--- src/rtl/vga_timing_gen.sv ---
// vga_timing_gen: generic VGA timing plus background / border / movable-box overlay.
// Optional build macro VGA_BOUNCE_EN makes the box bounce by one pixel per frame.
module vga_timing_gen #(
  parameter int H_SYNC   = 120,
  parameter int H_BACK   = 64,
  parameter int H_ACTIVE = 800,
  parameter int H_FRONT  = 56,
  parameter int V_SYNC   = 6,
  parameter int V_BACK   = 23,
  parameter int V_ACTIVE = 600,
  parameter int V_FRONT  = 37,
  parameter int SYNC_POL = 0,
  parameter int CW       = 4,
  parameter int BORDER_W = 8,
  parameter int BOX_W    = 32,
  parameter logic [3*CW-1:0] BG_COLOR     = 12'h00F,
  parameter logic [3*CW-1:0] BORDER_COLOR = 12'h0F0,
  parameter logic [3*CW-1:0] BOX_COLOR    = 12'hF0F
) (
  input  logic          clk,
  input  logic          rst_n,
  input  logic          pos_valid,
  output logic          pos_ready,
  input  logic [10:0]   pos_x,
  input  logic [9:0]    pos_y,
  output logic          hsync,
  output logic          vsync,
  output logic          de,
  output logic [10:0]   xpos,
  output logic [9:0]    ypos,
  output logic          frame_start,
  output logic [CW-1:0] vga_r,
  output logic [CW-1:0] vga_g,
  output logic [CW-1:0] vga_b
);

  localparam logic [11:0] H_TOTAL  = 12'(H_SYNC + H_BACK + H_ACTIVE + H_FRONT);
  localparam logic [11:0] H_SYNC_C = 12'(H_SYNC);
  localparam logic [11:0] H_ACT_S  = 12'(H_SYNC + H_BACK);
  localparam logic [11:0] H_ACT_E  = 12'(H_SYNC + H_BACK + H_ACTIVE);
  localparam logic [10:0] V_TOTAL  = 11'(V_SYNC + V_BACK + V_ACTIVE + V_FRONT);
  localparam logic [10:0] V_SYNC_C = 11'(V_SYNC);
  localparam logic [10:0] V_ACT_S  = 11'(V_SYNC + V_BACK);
  localparam logic [10:0] V_ACT_E  = 11'(V_SYNC + V_BACK + V_ACTIVE);
  localparam logic [11:0] BORDER_C = 12'(BORDER_W);
  localparam logic [11:0] BORDER_R = 12'(H_ACTIVE - BORDER_W);
  localparam logic [11:0] BORDER_B = 12'(V_ACTIVE - BORDER_W);
  localparam logic [11:0] BOX_C    = 12'(BOX_W);
  localparam logic [10:0] BOX_X0   = 11'(H_ACTIVE / 2 - BOX_W / 2);
  localparam logic [9:0]  BOX_Y0   = 10'(V_ACTIVE / 2 - BOX_W / 2);
  localparam logic        SYNC_ON  = (SYNC_POL != 0) ? 1'b1 : 1'b0;

  typedef enum logic [1:0] {
    ST_READY = 2'd0,
    ST_PEND  = 2'd1,
    ST_LOAD  = 2'd2
  } hs_state_t;

  logic [11:0]    h_cnt_r;
  logic [10:0]    v_cnt_r;
  logic [10:0]    box_x_r;
  logic [9:0]     box_y_r;
  logic [10:0]    sh_x_r;
  logic [9:0]     sh_y_r;
  hs_state_t      state_r;
  hs_state_t      state_nxt_s;
  logic           boundary_s;
  logic           cap_s;
  logic           load_s;
  logic           act_s;
  logic [11:0]    x_s;
  logic [11:0]    y_s;
  logic           in_box_s;
  logic           in_border_s;
  logic [3*CW-1:0] color_s;

  assign boundary_s = (h_cnt_r == 12'd0) && (v_cnt_r == 11'd0);

  // Horizontal / vertical raster counters
  always_ff @(posedge clk or negedge rst_n) begin
    if (!rst_n) begin
      h_cnt_r <= 12'd0;
      v_cnt_r <= 11'd0;
    end else if (h_cnt_r == H_TOTAL - 12'd1) begin
      h_cnt_r <= 12'd0;
      if (v_cnt_r == V_TOTAL - 11'd1) begin
        v_cnt_r <= 11'd0;
      end else begin
        v_cnt_r <= v_cnt_r + 11'd1;
      end
    end else begin
      h_cnt_r <= h_cnt_r + 12'd1;
    end
  end

  // Handshake state register; pos_ready follows the next state so it is a flop
  always_ff @(posedge clk or negedge rst_n) begin
    if (!rst_n) begin
      state_r   <= ST_READY;
      pos_ready <= 1'b1;
    end else begin
      state_r   <= state_nxt_s;
      pos_ready <= (state_nxt_s == ST_READY);
    end
  end

  // Handshake next-state logic: a pending position waits for a later frame boundary
  always_comb begin
    state_nxt_s = state_r;
    case (state_r)
      ST_READY: begin
        if (pos_valid) state_nxt_s = ST_PEND;
        else           state_nxt_s = ST_READY;
      end
      ST_PEND: begin
        if (boundary_s) state_nxt_s = ST_LOAD;
        else            state_nxt_s = ST_PEND;
      end
      ST_LOAD:  state_nxt_s = ST_READY;
      default:  state_nxt_s = ST_READY;
    endcase
  end

  // Handshake actions: capture into the shadow, load the live box
  always_comb begin
    cap_s  = (state_r == ST_READY) && pos_valid;
    load_s = (state_r == ST_PEND) && boundary_s;
  end

`ifdef VGA_BOUNCE_EN
  localparam logic [10:0] X_MAX = 11'(H_ACTIVE - BOX_W);
  localparam logic [9:0]  Y_MAX = 10'(V_ACTIVE - BOX_W);
  logic        dir_x_r;
  logic        dir_y_r;
  logic        step_dx_s;
  logic        step_dy_s;
  logic [10:0] step_x_s;
  logic [9:0]  step_y_s;

  // Bounce step: reverse a direction before the box would leave the active area
  always_comb begin
    if (dir_x_r && (box_x_r >= X_MAX))        step_dx_s = 1'b0;
    else if (!dir_x_r && (box_x_r == 11'd0))  step_dx_s = 1'b1;
    else                                      step_dx_s = dir_x_r;
    if (dir_y_r && (box_y_r >= Y_MAX))        step_dy_s = 1'b0;
    else if (!dir_y_r && (box_y_r == 10'd0))  step_dy_s = 1'b1;
    else                                      step_dy_s = dir_y_r;
    step_x_s = step_dx_s ? (box_x_r + 11'd1) : (box_x_r - 11'd1);
    step_y_s = step_dy_s ? (box_y_r + 10'd1) : (box_y_r - 10'd1);
  end
`endif

  // Shadow and live box position; the live box changes only at a frame boundary
  always_ff @(posedge clk or negedge rst_n) begin
    if (!rst_n) begin
      sh_x_r  <= 11'd0;
      sh_y_r  <= 10'd0;
      box_x_r <= BOX_X0;
      box_y_r <= BOX_Y0;
`ifdef VGA_BOUNCE_EN
      dir_x_r <= 1'b1;
      dir_y_r <= 1'b1;
`endif
    end else begin
      if (cap_s) begin
        sh_x_r <= pos_x;
        sh_y_r <= pos_y;
      end
      if (load_s) begin
        box_x_r <= sh_x_r;
        box_y_r <= sh_y_r;
      end
`ifdef VGA_BOUNCE_EN
      else if (boundary_s) begin
        box_x_r <= step_x_s;
        box_y_r <= step_y_s;
        dir_x_r <= step_dx_s;
        dir_y_r <= step_dy_s;
      end
`endif
    end
  end

  // Pixel classification; box compares are 12 bits wide so a clipped box never wraps
  always_comb begin
    act_s = (h_cnt_r >= H_ACT_S) && (h_cnt_r < H_ACT_E) &&
            (v_cnt_r >= V_ACT_S) && (v_cnt_r < V_ACT_E);
    x_s = h_cnt_r - H_ACT_S;
    y_s = {1'b0, v_cnt_r} - {1'b0, V_ACT_S};
    in_box_s = (x_s >= {1'b0, box_x_r}) && (x_s < ({1'b0, box_x_r} + BOX_C)) &&
               (y_s >= {2'b00, box_y_r}) && (y_s < ({2'b00, box_y_r} + BOX_C));
    in_border_s = (x_s < BORDER_C) || (x_s >= BORDER_R) ||
                  (y_s < BORDER_C) || (y_s >= BORDER_B);
    if (!act_s)           color_s = '0;
    else if (in_box_s)    color_s = BOX_COLOR;
    else if (in_border_s) color_s = BORDER_COLOR;
    else                  color_s = BG_COLOR;
  end

  // Registered video outputs, one clock behind the counters
  always_ff @(posedge clk or negedge rst_n) begin
    if (!rst_n) begin
      hsync       <= ~SYNC_ON;
      vsync       <= ~SYNC_ON;
      de          <= 1'b0;
      xpos        <= 11'd0;
      ypos        <= 10'd0;
      frame_start <= 1'b0;
      vga_r       <= '0;
      vga_g       <= '0;
      vga_b       <= '0;
    end else begin
      hsync       <= (h_cnt_r < H_SYNC_C) ? SYNC_ON : ~SYNC_ON;
      vsync       <= (v_cnt_r < V_SYNC_C) ? SYNC_ON : ~SYNC_ON;
      de          <= act_s;
      xpos        <= act_s ? x_s[10:0] : 11'd0;
      ypos        <= act_s ? y_s[9:0] : 10'd0;
      frame_start <= boundary_s;
      vga_r       <= color_s[3*CW-1:2*CW];
      vga_g       <= color_s[2*CW-1:CW];
      vga_b       <= color_s[CW-1:0];
    end
  end

endmodule

--- config.mk ---
export PLATFORM = sky130hd
export DESIGN_NAME = vga_timing_gen
export DESIGN_NICKNAME = d
export VERILOG_FILES = /design/src/rtl/vga_timing_gen.sv
export SDC_FILE = /design/constraint.sdc
export NUM_CORES = 1
export LEC_CHECK = 0
export CORE_MARGIN = 8
export CORE_UTILIZATION = 56
export DETAILED_ROUTE_END_ITERATION = 8
export GPL_ROUTABILITY_DRIVEN = 0
export HOLD_SLACK_MARGIN = 0.06
export PLACE_DENSITY = 0.8
export SLEW_MARGIN = 20
export SYNTH_ARGS = -nofsm -noshare
export SYNTH_HDL_FRONTEND = slang
export SYNTH_SLANG_ARGS = --single-unit
--- constraint.sdc ---
create_clock -name clk -period 3.3 [get_ports clk]
set_input_delay 0.66 -clock clk [delete_from_list [all_inputs] [get_ports clk]]
set_output_delay 0.66 -clock clk [all_outputs]
set_load 0.005 [all_outputs]
-- Word level (Yosys, flattened, before mapping)
Index checks and enable logic that the tools add are counted.
- output and inout port bits: 38
- RAM bits: 0
- bits in latches: 0
- ROM bits: 0
- logic and storage cells: 68
- bits in registers: 105
- input bits: 24
- memories: 0
- equality and inequality tests: 3
- div/mod/pow operators: 0
- reduce and logical (&&, ||, !) cells: 16
- $mul: 0
- shifts and indexed selects: 0
- mux-type cells: 12
- bitwise gates (word level): 0
- $lt $le $gt $ge: 14
- add/sub/neg operators: 6
- operator list (cell ; count):
    2-to-1 mux 12 bit ; 3
    greater-or-equal comparator 12 x 10 -> 1 bit, second input constant ; 2
    less-than comparator 12 x 4 -> 1 bit, second input constant ; 2
    2-to-1 mux 11 bit ; 2
    adder 11 x 6 -> 12 bit, second input constant ; 1
    adder 12 x 1 -> 12 bit, second input constant ; 1
    equality test 12 x 11 -> 1 bit, second input constant ; 1
    greater-or-equal comparator 12 x 10 -> 1 bit ; 1
    greater-or-equal comparator 12 x 11 -> 1 bit ; 1
    greater-or-equal comparator 12 x 8 -> 1 bit, second input constant ; 1
    logical NOT 12 bit ; 1
    less-than comparator 12 x 10 -> 1 bit, second input constant ; 1
    less-than comparator 12 x 11 -> 1 bit ; 1
    less-than comparator 12 bit ; 1
    less-than comparator 12 x 7 -> 1 bit, second input constant ; 1
    subtractor 11 x 5 -> 12 bit, second input constant ; 1
    subtractor 12 x 8 -> 12 bit, second input constant ; 1
    adder 10 x 6 -> 11 bit, second input constant ; 1
    adder 11 x 1 -> 11 bit, second input constant ; 1
    equality test 11 x 10 -> 1 bit, second input constant ; 1
    greater-or-equal comparator 11 x 5 -> 1 bit, second input constant ; 1
    logical NOT 11 bit ; 1
    less-than comparator 11 x 10 -> 1 bit, second input constant ; 1
    less-than comparator 11 x 3 -> 1 bit, second input constant ; 1
    other kinds (9) ; 22

-- Logic depth before layout (Yosys ltp)
Gate-level depths: netlist of run 1.
- depth after elaboration: 8
- gate-level depth with buffers: 14
- depth with buffers taken out: 13

-- Least setup slack after synthesis of run 1
OpenSTA, ideal clock, no wires.
- kind: register to register
- from: register v_cnt_r[0]
- to: register vga_g[2]
- required time: 3.180 ns
- clock period less this slack: 2.927 ns
- path buffers: 1
- library setup time: 0.120 ns
- arrival time: 2.807 ns
- cell stages (with the launch flop): 15
- slack: 0.373 ns
- path through: dfrtp_1 > inv_1 > ha_1 > and4b_1 > clkbuf_1 > or3_1 > nand2_1 > ha_1 > a21o_1 > a21o_1 > a21oi_1 > o211ai_1 > nor3_1 > nand3_1 > and3_1
- cells in the longest elaborated chain, start to end: 7
- elaborated cells on any way between the ends: 16
- classes of those cells: 1 x add/sub; 6 x order compare; 3 x mux; 6 x reduce/logical
- RTL lines (element ; line ; source):
    start: declaration ; 60 ; logic [10:0] v_cnt_r;
    start signal: assignment ; 89 ; v_cnt_r <= v_cnt_r + 11'd1;
    subtractor 11 x 5 -> 12 bit ; 189 ; y_s = {1'b0, v_cnt_r} - {1'b0, V_ACT_S};
    less-than comparator 12 x 4 -> 1 bit ; 193 ; (y_s < BORDER_C) || (y_s >= BORDER_B);
    logical OR 1 bit ; 192 ; in_border_s = (x_s < BORDER_C) || (x_s >= BORDER_R) ||
    logical OR 1 bit ; 193 ;
    2-to-1 mux 8 bit ; 196 ; else if (in_border_s) color_s = BORDER_COLOR;
    2-to-1 mux 12 bit ; 195 ; else if (in_box_s) color_s = BOX_COLOR;
    2-to-1 mux 12 bit * ; 194 ; if (!act_s) color_s = '0;
    end signal: assignment ; 220 ; vga_g <= color_s[2*CW-1:CW];
    end: declaration ; 33 ; output logic [CW-1:0] vga_g,
Every way passes the cells marked *; elsewhere a longest branch is shown, timed or not.
A chain may end at the register's enable or synchronous reset.

-- Final worst setup path of run 1
Ends and elaborated chain as after synthesis.

==> impl_metrics.env, run 1 <==
export IMPL_grt_pass1_vias=4099
export IMPL_cts_buffers=9
export IMPL_cts_tree="done"
export IMPL_cp_required_ns=3.55
export IMPL_slew_headroom_pct=46.7
export IMPL_reg2reg_to="vga_g[2]"
export IMPL_ir_drop_v=0.000290
export IMPL_syn_nets=580
export IMPL_htree_levels=3
export IMPL_ys_seq_area_share_pct=46.0
export IMPL_synth_area_top_cells="dfrtp_1 (41%), ha_1 (9.8%), mux2_2 (4.9%)"
export IMPL_max_freq_ghz=0.320
export IMPL_finalCriticalPeriod_ns=3.12
export IMPL_timing_hold_violations_final=0
export IMPL_ys_warnings_count=0
export IMPL_worst_pin_slew_ns=0.794
export IMPL_track_usage_pct=18.8
export IMPL_hold_slack_ns=0.333
export IMPL_power_leakage_nw=2.78
export IMPL_synth_area_leader_cell="dfrtp_1"
export IMPL_antenna_cells=0
export IMPL_cp_arrival_ns=3.38
export IMPL_drive_above_1_share_pct=12.5
export IMPL_drc=0
export IMPL_synth_area_um2=5250
export IMPL_synth_seq_cells=96
export IMPL_crit_fanout=9
export IMPL_fin_ws_ns=0.176
export IMPL_pwr_share_clk_pct=32.3
export IMPL_synth_edf_count=0
export IMPL_globalRouteOverflowTotal=0
export IMPL_clock_skew_ns=0.0154
export IMPL_core_um2=9150
export IMPL_p_int_mw=1.79
export IMPL_insertion_delay_ns=0.36
export IMPL_num_nets_final=627
export IMPL_start_util_pct=57.3
export IMPL_crit_path_end_kind="flip-flop"
export IMPL_yosysTopAreaCellShare_pct=41.5
export IMPL_via_count=3969
export IMPL_die_x_um=113
export IMPL_root_buffer="clkbuf_8"
export IMPL_ys_flop_type="dfrtp_1"
export IMPL_status="complete, no violations"
export IMPL_rr_worst_depth=13
export IMPL_power_switching_share_pct=24.0
export IMPL_cts_sinks=96
export IMPL_drt_initial_drc_count=234
export IMPL_async_flop_share_pct=100
export IMPL_avgSynthCellArea_um2=10.2
export IMPL_timing_rr_start="v_cnt_r[0]"
export IMPL_grt_max_degree=97
export IMPL_viasPerCell=5.85
export IMPL_hpwl_um=8620
export IMPL_comb_power_share_pct=10.0
export IMPL_p_seq_share_pct=57.7
export IMPL_critPathKind="flip-flop to flip-flop"
export IMPL_final_max_slew_viol_count=0
export IMPL_powerDensity_nw_per_um2=386
export IMPL_syn_inst=515
export IMPL_pin_count=62
export IMPL_io_buffers=61
export IMPL_dieArea_um2=12700
export IMPL_pre_cts_ws_ns=0.154
export IMPL_period_share_pct=94.7
export IMPL_hold_path_class="input port to async pin"
export IMPL_fill_cells=704
export IMPL_postRouteAntennaNets=0
export IMPL_setup_viol=0
export IMPL_r2r_slack_ns=0.18
export IMPL_cts_resized=0
export IMPL_wl_per_cell_um=17.2
export IMPL_area_delta_synth_final_pct=15.9
export IMPL_die_h_um=113
export IMPL_antenna_found_initial=0
export IMPL_cts_setup_buffers=0
export IMPL_drv_cap=0
export IMPL_synth_distinct_cells=59
export IMPL_grt_pass1_wl_um=19400
export IMPL_cp_start_kind="flip-flop"
export IMPL_placement_rows=35
export IMPL_finalPower_mw=2.35
export IMPL_path_clk_slew_ns=0.10
export IMPL_first_pass_iters=4
export IMPL_final_core_util_pct=66.5
export IMPL_switchingPower_mw=0.564
export IMPL_clockBufferDepth=2
export IMPL_cts_hold_buf=0
export IMPL_wirelength_um=11700
sequential cells by signal (all words and copies together) (netlist names):
register	cells
box_x_r	11
box_y_r	10
de	1
frame_start	1
h_cnt_r	12
hsync	1
pos_ready	1
sh_x_r	11
sh_y_r	10
state_r	2
v_cnt_r	11
vga_b	1
vga_g	1
vga_r	1
vsync	1
xpos	11
ypos	10
layout by cell type, fill, tap and decap left out, types with 2 or more instances in the layout:
cell type,n
dfrtp_1,86
clkdlybuf4s50_1,60
ha_1,41
inv_1,39
nand2_1,35
o21ai_0,33
nor2_1,32
mux2_2,23
xnor2_1,20
nand3_1,16
a21oi_1,16
xor2_1,13
buf_4,12
a21o_1,10
nor3_1,9
and2_1,9
dfstp_2,9
clkbuf_8,9
nand4_1,8
and3_1,7
or3_1,6
nor4_1,4
o211ai_1,4
or4_1,3
a211o_1,3
nor2b_1,3
o31ai_1,3
a31oi_1,3
nand2b_1,2
o21bai_1,2
and3b_1,2
o221ai_1,2
inv_2,2
a2111oi_0,2
a221oi_1,2
a311oi_1,2
o21ai_1,2
and4_1,2
clkinvlp_4,2
power by group through the flow:
stage               registers, mW  logic [mW]  clock network, mW
detailed placement           1.38       0.236                  0
global route                 1.37       0.264              0.822
finish                       1.36       0.234              0.759
global placement             1.37       0.221                  0
CTS                          1.36       0.238              0.777
floorplan                    1.36       0.154                  0
how the worst max path moves through the flow:
stage | depth (start not counted) | start | slack (ns) | end
3_5_place_dp | 13 | v_cnt_r[0] | 0.15 | vga_g[2]
4_1_cts | 13 | v_cnt_r[0] | 0.13 | vga_g[2]
5_1_grt | 13 | v_cnt_r[0] | -0.008 | vga_g[2]
3_3_place_gp | 13 | v_cnt_r[0] | 0.31 | vga_g[2]
2_1_floorplan | 14 | v_cnt_r[0] | 0.37 | vga_g[2]
6_report | 13 | v_cnt_r[0] | 0.18 | vga_g[2]
through the flow:
step           std cells  cell area (um^2)  setup TNS [ns]
6_report             678              6090               0
5_1_grt              678              6090        -0.00787
4_1_cts              678              6080               0
3_5_place_dp         662              5880               0
3_3_place_gp         662              5880               0
2_1_floorplan        515              5250               0
worst max-delay path, cell delays in order, from the launching register on:
cell and delay, ns:
dfrtp_2 0.48, inv_2 0.12, ha_1 0.23, and4b_2 0.31, or3_1 0.37, nand2_1 0.12
ha_1 0.26, a21o_1 0.19, a21o_1 0.17, a21oi_1 0.13, o211ai_1 0.11, nor3_2 0.20
nand3_1 0.12, and3_1 0.19
cell usage after synthesis (11+ instances only):
library cell and count:
nor2_1 32, ha_1 41, nand2_1 35, xor2_1 13, xnor2_1 20, dfrtp_1 87
clkbuf_1 16, nand3_1 16, buf_4 11, a21oi_1 16, inv_1 41, o21ai_0 33
mux2_2 23
cell type report:
cell class | count | area (um^2) | share of cell area [%]
clock buffer | 10 | 128 | 2.10
tap | 111 | 139 | 2.28
inverter | 41 | 154 | 2.53
timing repair buffer | 73 | 711 | 11.7
clock inverter | 6 | 67.6 | 1.11
sequential | 96 | 2410 | 39.7
multi-input combinational | 341 | 2470 | 40.6
per-layer routing:
metal | wire [um] | vias up | track usage (%)
li1 | - | 1867 | -
met5 | 0 | - | 0
met3 | 709 | 29 | 3.51
met4 | 316 | 0 | 9.35
met2 | 5660 | 135 | 31.0
met1 | 4980 | 1938 | 23.2
cells by family after synthesis:
group,synth area share [%]
XOR/XNOR,5.51
multiplexers,5.22
buffers and inverters,7.13
AO/OA/AOI/OAI,11.7
adder cells (fa/ha/maj),9.77
flip-flops,46.0
AND/OR/NAND/NOR,14.7
Note: power is estimated with default switching activity, not from simulation.
==> run 2: changes to the inputs <==
--- a/config.mk
+++ b/config.mk
@@ -5,13 +5,15 @@
 export SDC_FILE = /design/constraint.sdc
 export NUM_CORES = 1
 export LEC_CHECK = 0
+export CORE_ASPECT_RATIO = 0.6
 export CORE_MARGIN = 8
 export CORE_UTILIZATION = 56
 export DETAILED_ROUTE_END_ITERATION = 8
 export GPL_ROUTABILITY_DRIVEN = 0
 export HOLD_SLACK_MARGIN = 0.06
+export MAX_ROUTING_LAYER = met4
 export PLACE_DENSITY = 0.8
-export SLEW_MARGIN = 20
+export SLEW_MARGIN = 0
 export SYNTH_ARGS = -nofsm -noshare
 export SYNTH_HDL_FRONTEND = slang
 export SYNTH_SLANG_ARGS = --single-unit
==> impl_metrics.env, run 2 (synthesized netlist as in run 1, its figures left out) <==
export IMPL_cp_start_kind="flip-flop"
export IMPL_io_buffers=61
export IMPL_layout_commonest_cell="dfrtp_1"
export IMPL_rsz0062_at_grt="no"
export IMPL_crit_path_end_kind="flip-flop"
export IMPL_globalRouteOverflowTotal=0
export IMPL_grt_pass1_wl_um=19700
export IMPL_drc=0
export IMPL_fin_ws_ns=0.206
export IMPL_start_util_pct=57.3
export IMPL_use_met1_pct=25.9
export IMPL_antenna_cells=0
export IMPL_power_leakage_nw=2.84
export IMPL_wirelength_um=11800
export IMPL_wl_per_cell_um=17.0
export IMPL_slew_headroom_pct=47.4
export IMPL_drt_initial_drc_count=408
export IMPL_cts_hold_buf=0
export IMPL_final_cells=695
export IMPL_cp_arrival_ns=3.32
export IMPL_timing_hold_violations_final=0
export IMPL_antenna_found_initial=0
export IMPL_path_buf_inv=1
export IMPL_grtUsageMet3_pct=5.54
export IMPL_grt_pass1_vias=3986
export IMPL_hpwl_um=8860
export IMPL_crit_chain="ha_1 -> a21o_1 -> a21oi_1 -> xnor2_1 -> inv_1 -> ha_1 -> nand2_1 -> a21oi_1 -> a2111oi_2 -> a221oi_2 -> nor2_1 -> nand3_1 -> and3_1"
export IMPL_place_inst=678
export IMPL_ir_drop_v=0.000269
export IMPL_max_freq_ghz=0.323
export IMPL_period_share_pct=93.8
export IMPL_largest_reg_flops=12
export IMPL_root_buffer="clkbuf_16"
export IMPL_setup_viol=0
export IMPL_cp_top_family="compound AO/OA/AOI/OAI gates"
export IMPL_pin_count=62
export IMPL_rr_worst_depth=13
export IMPL_reg2reg_to="vga_g[2]"
export IMPL_fin_setup_tns_ns=0
export IMPL_first_pass_iters=5
export IMPL_pre_cts_ws_ns=0.146
export IMPL_hold_slack_ns=0.290
export IMPL_critPathKind="flip-flop to flip-flop"
export IMPL_slowest_delay_ns=0.47
export IMPL_final_core_util_pct=68.4
export IMPL_clock_skew_ns=0.00408
export IMPL_track_usage_pct=19.6
export IMPL_cts_buffers=9
export IMPL_die_h_um=91.0
export IMPL_num_nets_final=625
export IMPL_postRouteAntennaNets=0
export IMPL_final_max_slew_viol_count=0
export IMPL_layout_common_cells="dfrtp_1 (84), clkdlybuf4s50_1 (60), ha_1 (40), inv_1 (39), nand2_1 (35)"
export IMPL_insertion_delay_ns=0.34
export IMPL_dieArea_um2=12800
export IMPL_cts_sinks=96
export IMPL_timing_rr_start="h_cnt_r[3]"
export IMPL_via_count=3942
export IMPL_worst_pin_slew_ns=0.783
export IMPL_grt_max_degree=56
export IMPL_busiest_layer="met2"
export IMPL_htree_levels=3
export IMPL_path_clk_slew_ns=0.06
export IMPL_powerDensity_nw_per_um2=435
export IMPL_die_x_um=141
export IMPL_top_register="h_cnt_r"
export IMPL_cts_tree="done"
export IMPL_finalCriticalPeriod_ns=3.09
export IMPL_core_um2=9160
export IMPL_fill_cells=699
export IMPL_drv_cap=0
export IMPL_viasPerCell=5.67
export IMPL_cp_slowest_cell="dfrtp_2"
export IMPL_drive_above_1_share_pct=13.3
export IMPL_placement_rows=27
export IMPL_crit_fanout=9
export IMPL_r2r_slack_ns=0.21
export IMPL_area_delta_synth_final_pct=19.3
export IMPL_clockBufferDepth=2
export IMPL_status="complete, no violations"
export IMPL_hold_path_class="input port to async pin"
export IMPL_met2_usage_pct=29.1
export IMPL_cp_required_ns=3.53
==> run 2: layout make-up <==
cell class | count | area (um^2) | share of cell area [%]
clock buffers | 11 | 253 | 4.04
clock inverters | 5 | 78.8 | 1.26
inverters | 41 | 154 | 2.46
multi-input cells | 341 | 2500 | 39.9
flip-flops and latches | 96 | 2420 | 38.6
well taps | 130 | 163 | 2.60
repair buffers | 71 | 696 | 11.1
==> run 2: worst max-delay path by stage <==
stage | start | cells after the start | to
after global placement | v_cnt_r[0] | 13 | vga_g[2]
after floorplan | v_cnt_r[0] | 14 | vga_g[2]
after detailed placement | v_cnt_r[0] | 13 | vga_g[2]
final | h_cnt_r[3] | 13 | vga_g[2]
after global routing | h_cnt_r[3] | 13 | vga_g[2]
after CTS | v_cnt_r[0] | 13 | vga_g[2]
==> run 2: power breakdown <==
| group | total (mW) | internal (mW) | switching (mW) |
|---|---|---|---|
| sequential | 1.36 | 1.30 | 0.0604 |
| combinational | 0.234 | 0.139 | 0.0957 |
| clock | 1.13 | 0.703 | 0.431 |
| total | 2.73 | 2.14 | 0.587 |
==> run 2: through the flow <==
step,area (um^2),power [mW]
final,6260,2.73
after global routing,6260,2.84
after CTS,6220,2.75
after detailed placement,5880,1.61
after global placement,5880,1.60
after floorplan,5250,1.51
==> run 2: what timing repair did <==
action | 4_1_cts | 5_1_grt
gates resized for setup | 0 | 13
endpoints found under the setup margin | 0 | 3
setup buffers | 0 | 1
endpoints found under the hold margin | 0 | 0
==> run 2: per-layer routing <==
| metal | vias to the layer above | wire length [um] |
|---|---|---|
| met4 | 0 | 175 |
| li1 | 1867 | - |
| met5 | - | 0 |
| met2 | 158 | 5180 |
| met1 | 1890 | 5510 |
| met3 | 27 | 923 |
